===== src/rtl/pd256_index_decoder.sv =====
// Two-stage 8-bit to 256-bit one-hot index decoder with valid/ready handshakes,
// plus a running OR mask and a saturating count of accepted non-zero words.
module pd256_index_decoder #(
   parameter int unsigned CNT_W = 16
) (
   input  logic             clk,
   input  logic             rst_n,
   input  logic             in_valid,
   output logic             in_ready,
   input  logic [7:0]       in_idx,
   input  logic             in_v,
   output logic             out_valid,
   input  logic             out_ready,
   output logic [255:0]     out_oh,
   output logic [7:0]       out_idx,
   output logic             out_zero,
   input  logic             mask_clr,
   output logic [255:0]     mask,
   output logic [CNT_W-1:0] dec_cnt
);

   localparam int unsigned IDX_W = 8;
   localparam int unsigned OH_W  = 256;
   localparam int unsigned GRP_N = 4;
   localparam int unsigned POS_N = 64;
   localparam int unsigned POS_W = 6;
   localparam logic [CNT_W-1:0] CNT_MAX = '1;

   logic             s1_valid;
   logic [GRP_N-1:0] s1_grp;
   logic [POS_W-1:0] s1_pos;
   logic [IDX_W-1:0] s1_idx;
   logic             s1_v;

   logic             s2_adv;
   logic             fire;
   logic [OH_W-1:0]  oh_c;

   assign s2_adv   = !out_valid || out_ready;
   assign in_ready = !s1_valid || s2_adv;
   assign fire     = out_valid && out_ready;

   // Stage 1: group one-hot and in-group position, captured on acceptance
   always_ff @(posedge clk or negedge rst_n) begin
      if (!rst_n) begin
         s1_valid <= 1'b0;
         s1_grp   <= '0;
         s1_pos   <= '0;
         s1_idx   <= '0;
         s1_v     <= 1'b0;
      end else if (in_ready) begin
         s1_valid <= in_valid;
         if (in_valid) begin
            s1_grp <= in_v ? (GRP_N'(1) << in_idx[7:6]) : '0;
            s1_pos <= in_idx[POS_W-1:0];
            s1_idx <= in_idx;
            s1_v   <= in_v;
         end
      end
   end

   // Full decode: bit 64*g+k is set when group g is selected and position is k
   always_comb begin
      oh_c = '0;
      for (int g = 0; g < int'(GRP_N); g++) begin
         for (int k = 0; k < int'(POS_N); k++) begin
            oh_c[int'(POS_N) * g + k] = s1_grp[g] && (s1_pos == POS_W'(k));
         end
      end
   end

   // Stage 2: output register; out_oh is cleared whenever it drains empty
   always_ff @(posedge clk or negedge rst_n) begin
      if (!rst_n) begin
         out_valid <= 1'b0;
         out_oh    <= '0;
         out_idx   <= '0;
         out_zero  <= 1'b0;
      end else if (s2_adv) begin
         out_valid <= s1_valid;
         if (s1_valid) begin
            out_oh   <= oh_c;
            out_idx  <= s1_idx;
            out_zero <= !s1_v;
         end else begin
            out_oh   <= '0;
         end
      end
   end

   // History: a clear coinciding with a fire keeps only the firing word
   always_ff @(posedge clk or negedge rst_n) begin
      if (!rst_n) begin
         mask    <= '0;
         dec_cnt <= '0;
      end else if (mask_clr) begin
         mask    <= fire ? out_oh : '0;
         dec_cnt <= (fire && !out_zero) ? CNT_W'(1) : '0;
      end else if (fire) begin
         mask <= mask | out_oh;
         if (!out_zero && (dec_cnt != CNT_MAX)) begin
            dec_cnt <= dec_cnt + CNT_W'(1);
         end
      end
   end

endmodule


===== config.mk =====
export PLATFORM = sky130hd
export DESIGN_NAME = pd256_index_decoder
export DESIGN_NICKNAME = d
export VERILOG_FILES = /design/src/rtl/pd256_index_decoder.sv
export SDC_FILE = /design/constraint.sdc
export NUM_CORES = 1
export LEC_CHECK = 0
export CAP_MARGIN = 20
export CORE_ASPECT_RATIO = 2
export CORE_MARGIN = 10
export CORE_UTILIZATION = 52
export CTS_CLUSTER_SIZE = 8
export DETAILED_ROUTE_END_ITERATION = 16
export GPL_TIMING_DRIVEN = 0
export PLACE_DENSITY = 0.86
export SYNTH_ARGS = -nofsm -noshare
export SYNTH_HDL_FRONTEND = slang
export SYNTH_SLANG_ARGS = --single-unit

===== constraint.sdc =====
create_clock -name clk -period 3.7 [get_ports clk]
set_input_delay 0.555 -clock clk [delete_from_list [all_inputs] [get_ports clk]]
set_output_delay 0.555 -clock clk [all_outputs]
set_load 0.05 [all_outputs]

# [Word level (Yosys, flattened, before mapping)]
# Index checks and enable logic that the tools add are counted.
# Widths: inputs -> output; s select.
[classes] addsub=1 n_mul=0 div_mod_pow=0 n_lt_le_gt_ge=0 eq_ne=64 n_shift=1 mux=9 bitwise_logic=1 reduce_logical=271
[ops] op="$mux 256" n=4
[ops] op="$logic_and 1x1->1" n=259
[ops] op="$or 256x256->256" n=1
[ops] op="$eq 6x6->1 const B" n=32
[ops] op="$eq 6x5->1 const B" n=16
[ops] op="$eq 6x4->1 const B" n=8
[ops] op="$mux 16" n=3
[ops] op="$eq 6x3->1 const B" n=4
[ops] op="$add 16x1->16 const B" n=1
[ops] op="$ne 16x16->1 const B" n=1
[ops] op="$eq 6x2->1 const B" n=2
[ops] op="$eq 6x1->1 const B" n=1
[ops] op="$logic_not 6->1" n=1
[ops] op="$reduce_and 2->1" n=3
[ops] op="$logic_not 1->1" n=4
[ops] op="$mux 4" n=1
[ops] op="$reduce_bool 2->1" n=2
[ops] op="$shl 1x2->4 const A" n=1
[ops] op="$logic_or 1x1->1" n=2
[ops] op="$mux 1" n=1
[word_totals] ff_bits=558 latch_bits=0 ramBits=0 mem_bits_ro=0 input_bits=14 out_inout_bits=539 elab_cells=358 mem_count=0

# [Logic depth before layout (Yosys ltp)]
[depth] word_depth=5 ltp_mapped=8 mapped_depth_nobuf=5

# [Worst setup path before layout]
# OpenSTA, ideal clock, no wires.
[synth_timing] path_kind="register to register" from="register dec_cnt[0]" to="register dec_cnt[14]" setup_time_ns=0.145 t_arrival_ns=2.029 t_required_ns=3.555 path_slack_ns=1.525 path_stages_with_launch=7 path_buffers=1 period_less_slack_ns=2.175 cell_sequence="dfrtp_1 > ha_1 > nand4b_1 > or3_1 > buf_2 > o311ai_0 > o41ai_1"
[synth_via] elab_chain_cells=4 word_cells_on_any_way=8 classes_between="1 x add/sub; 1 x eq/ne; 3 x mux; 3 x reduce/logical"
[synth_lines] item="start: declaration" line_no="19" text="output logic [CNT_W-1:0] dec_cnt"
[synth_lines] item="start signal: assignment" line_no="98" text="dec_cnt <= (fire && !out_zero) ? CNT_W'(1) : '0;"
[synth_lines] item="start signal: assignment" line_no="102" text="dec_cnt <= dec_cnt + CNT_W'(1);"
[synth_lines] item="$add 16x1->16 or $ne 16x16->1 (tied branches)" line_no="102, 101"
[synth_lines] item="$mux 16 or $logic_and 1x1->1 (tied branches)" line_no="101" text="if (!out_zero && (dec_cnt != CNT_MAX)) begin"
[synth_lines] item="$mux 16 or $reduce_bool 2->1 (tied branches)"
[synth_lines] item="$mux 16 or $reduce_and 2->1 (tied branches)"
# Several ways; a longest one is shown, not always the timed one. The select of a mux whose other input is x is not followed.
# A chain may end at the register's enable or synchronous reset.

# [Worst setup path in the final report]
[layout_timing] from="register out_valid" to="output port in_ready"
[layout_via] elab_chain_cells=3
[layout_lines] item="start: declaration" line_no="12" text="output logic out_valid,"
[layout_lines] item="start signal: assignment" line_no="80" text="out_valid <= s1_valid;"
[layout_lines] item="$logic_not 1->1" line_no="39" text="assign s2_adv = !out_valid || out_ready;"
[layout_lines] item="$logic_or 1x1->1" line_no="39"
[layout_lines] item="$logic_or 1x1->1" line_no="40" text="assign in_ready = !s1_valid || s2_adv;"
[layout_lines] item="end: declaration" line_no="9" text="output logic in_ready,"
# Every way passes these cells.

==> results.tsv <==
metric	value	unit
synthDistinctLibCells	45	
grt_first_pass_wirelength	123300	µm
synth_top_cells_by_count	sky130_fd_sc_hd__dfrtp_1 (552), sky130_fd_sc_hd__nand2_1 (325), sky130_fd_sc_hd__a22o_1 (288), sky130_fd_sc_hd__o21ai_0 (227), sky130_fd_sc_hd__clkbuf_1 (122)	
h-tree-depth	3	
nNetsFinal	2307	
timing.setup.critical_path_class	flop to primary output	
rsz0062_at_grt	false	
detail_route.wirelength	84130	µm
coreArea	38040	µm²
cts_max_path_buffers	3	
fraction_of_met1_tracks_used_by_global_routing	0.3600	
yosys-top-cells-area	sky130_fd_sc_hd__dfrtp_1 (69%), sky130_fd_sc_hd__a22o_1 (13%), sky130_fd_sc_hd__nand2_1 (6.1%)	
fp-row-count	101	
syn_area	20060	µm²
period_share	0.8759	
cap_violations	0	
dp.cells	2728	
synth-warning-count	0	
route.vias.total	17572	
synth-adder-area-share	0.0006237	
grt_antenna_before_repair	5	
place_ws	0.02846	ns
slew_viol_final	0	
drtAntennaViolNets	0	
dp.final_hpwl	61790	µm
grt_util_met2	0.5968	
syn_inst	1654	
gp_congestion	0.9184	
sequential_cell_area	13810	µm²
timing.critical_path.to_type	primary output	
pre_repair_dr_iteration_count	8	
die_w	158.9	µm
multi_input_comb_area	5727	µm²
worst_slew_pin_slew	1.141	ns
cts_buffers	78	
post_cts_resize_count	0	
worst_ep_required_time	3.14	ns
ys_dominant_reg_cell	sky130_fd_sc_hd__dfrtp_1	
cts.repair_timing.setup_buffer_count	0	
crit_arrival	2.69	ns
groute.layer.met3.usage	0.09254	
worst_slack	0.4591	ns
timing.critical_path.fanout_max	15	
num-fill-cells	2406	
numClockSinks	552	
initial_core_util	0.5274	
worst_clock_skew	0.02110	ns
grt_start_max_net_pins	134	
combinational_family_with_the_most_area_after_synthesis	compound AO/OA/AOI/OAI gates	
peakVddDrop	0.4367	mV
globalRoute.busiestLayer	met2	
yosys.cell_count.top_type	sky130_fd_sc_hd__dfrtp_1	
grt.total_usage	0.3432	
pin_count	553	
timing.reg2reg.worst_path_depth	7	
cts_clock_pin_slew_for_the_worst_setup_and_hold_paths	0.05	ns
min_path_type	input port to asynchronous set/reset pin	
min_period	3.241	ns
die_area	47310	µm²
vias_per_cell	6.240	
die_height	297.8	µm
layoutNonFillerInstCount	2816	
cts_tree	yes	
synth_area_leader_cell	sky130_fd_sc_hd__dfrtp_1	
r2r_start	out_valid	
ctsRootBufferMaster	sky130_fd_sc_hd__clkbuf_16	
yosysSeqAreaShare	0.6886	
areaGrowthSynthToFinish	41.96	%
drt-wirelength-per-cell	29.87	µm
fmax	308.6	MHz
remaining_drc_errors	0	
grt_pass1_vias	18416	
synth_top_area_share	0.6886	
synth_fp_nets	1669	
critical_path.startpoint	out_valid	
grt-ovfl-total	0	
status	complete, no violations	
totalNegativeSetupSlack	0	ns
synth-compound-area-share	0.1929	
post_route_cells_drive_above_1_share	0.05268	
buffer_ports.inserted	551	
hold_violations	0	
postSynthAreaPerCell	12.13	µm²
synth_simple_gate_area_share	0.08582	
async_reset_ff_frac	1.000	
synth_seq_cells	552	
startpoint_type	flop	
hold_buffers	0	
power_density	476.3	nW/µm²
synth-edff-count	0	
timing.final.setup_violations	0	
synthXorXnorAreaFrac	0	
worst_slew_margin_rel	0.2336	
initialDrtViolationCount	1349	
synth.area.mux_share	0.006175	
total_leakage_power	12.50	nW
worst_skew_pair.late_latency	0.60	ns
## placed cells by master (no fill, tap or decap), types with 7 or more instances in the layout
cell type                         synthesis  routed
sky130_fd_sc_hd__dfrtp_1                552     552
sky130_fd_sc_hd__clkdlybuf4s50_1          0     550
sky130_fd_sc_hd__nand2_1                325     325
sky130_fd_sc_hd__a22o_1                 288     288
sky130_fd_sc_hd__o21ai_0                227     227
sky130_fd_sc_hd__clkbuf_1               122     121
sky130_fd_sc_hd__clkbuf_16                0      80
sky130_fd_sc_hd__nor2_1                  17      17
sky130_fd_sc_hd__nor3_1                  17      17
sky130_fd_sc_hd__mux2_2                  11      11
sky130_fd_sc_hd__a21oi_1                  8       8
sky130_fd_sc_hd__nand2b_1                 7       7
## routing by layer
metal  vias up  wire length (µm)
li1       7129                 -
met1      9021             28280
met5         -                20
met4         2              5882
met3       308              6810
met2      1112             43140
## cell type report
class                      instances  share of cell area
sequential                       552              0.4851
multi-input combinational        965              0.2011
timing repair buffer             559              0.1992
clock buffer                      80             0.07030
tap                              515             0.02263
buffer                           129             0.01722
clock inverter                     5            0.003207
inverter                           7           0.0009227
antenna                            4           0.0003515
## where the power goes
part | internal, mW | total [mW] | switching (mW)
Combinational | 0.203 | 1.01 | 0.808
Sequential | 6.11 | 6.16 | 0.0544
Clock | 3.81 | 6.39 | 2.58
## sequential cells by signal (all words and copies together) (netlist names), 3 cells and up
signal	flops
s1_idx	3
mask	256
s1_pos	5
out_oh	256
s1_grp	4
dec_cnt	16
out_idx	8
## worst paths after layout
check                        endpoint  slack, ns
setup / recovery             in_ready       0.46
hold / removal               mask[72]       0.02
setup reg to reg           out_oh[60]       0.82
hold reg to reg            out_idx[7]       0.46
max in group asynchronous   mask[222]       1.73
min in group clk           out_idx[7]       0.46
## cells by family after synthesis
logic type               count (synthesis)
AO/OA/AOI/OAI                          545
adder cells (fa/ha/maj)                  1
buffers and inverters                  137
flip-flops                             552
multiplexers                            11
AND/OR/NAND/NOR                        408
## per-stage QoR
stage	hold WS (ns)	power, mW	cell area, µm²	util
6_report	0.02082	13.56	28480	0.7487
5_1_grt	0.09039	13.89	28480	0.7487
4_1_cts	0.06972	13.56	28470	0.7484
3_5_place_dp	0.4485	7.252	26380	0.6935
3_3_place_gp	0.4474	7.218	26220	0.6893
2_1_floorplan	0.2594	6.737	20060	-
## critical path, stage by stage (launching register included)
cell and delay [ns]:
sky130_fd_sc_hd__dfrtp_1 0.54, sky130_fd_sc_hd__nor2b_1 0.19, sky130_fd_sc_hd__buf_2 0.41, sky130_fd_sc_hd__nand2_1 0.14, sky130_fd_sc_hd__clkdlybuf4s50_1 0.80
Power figures use the tool's default switching activity.
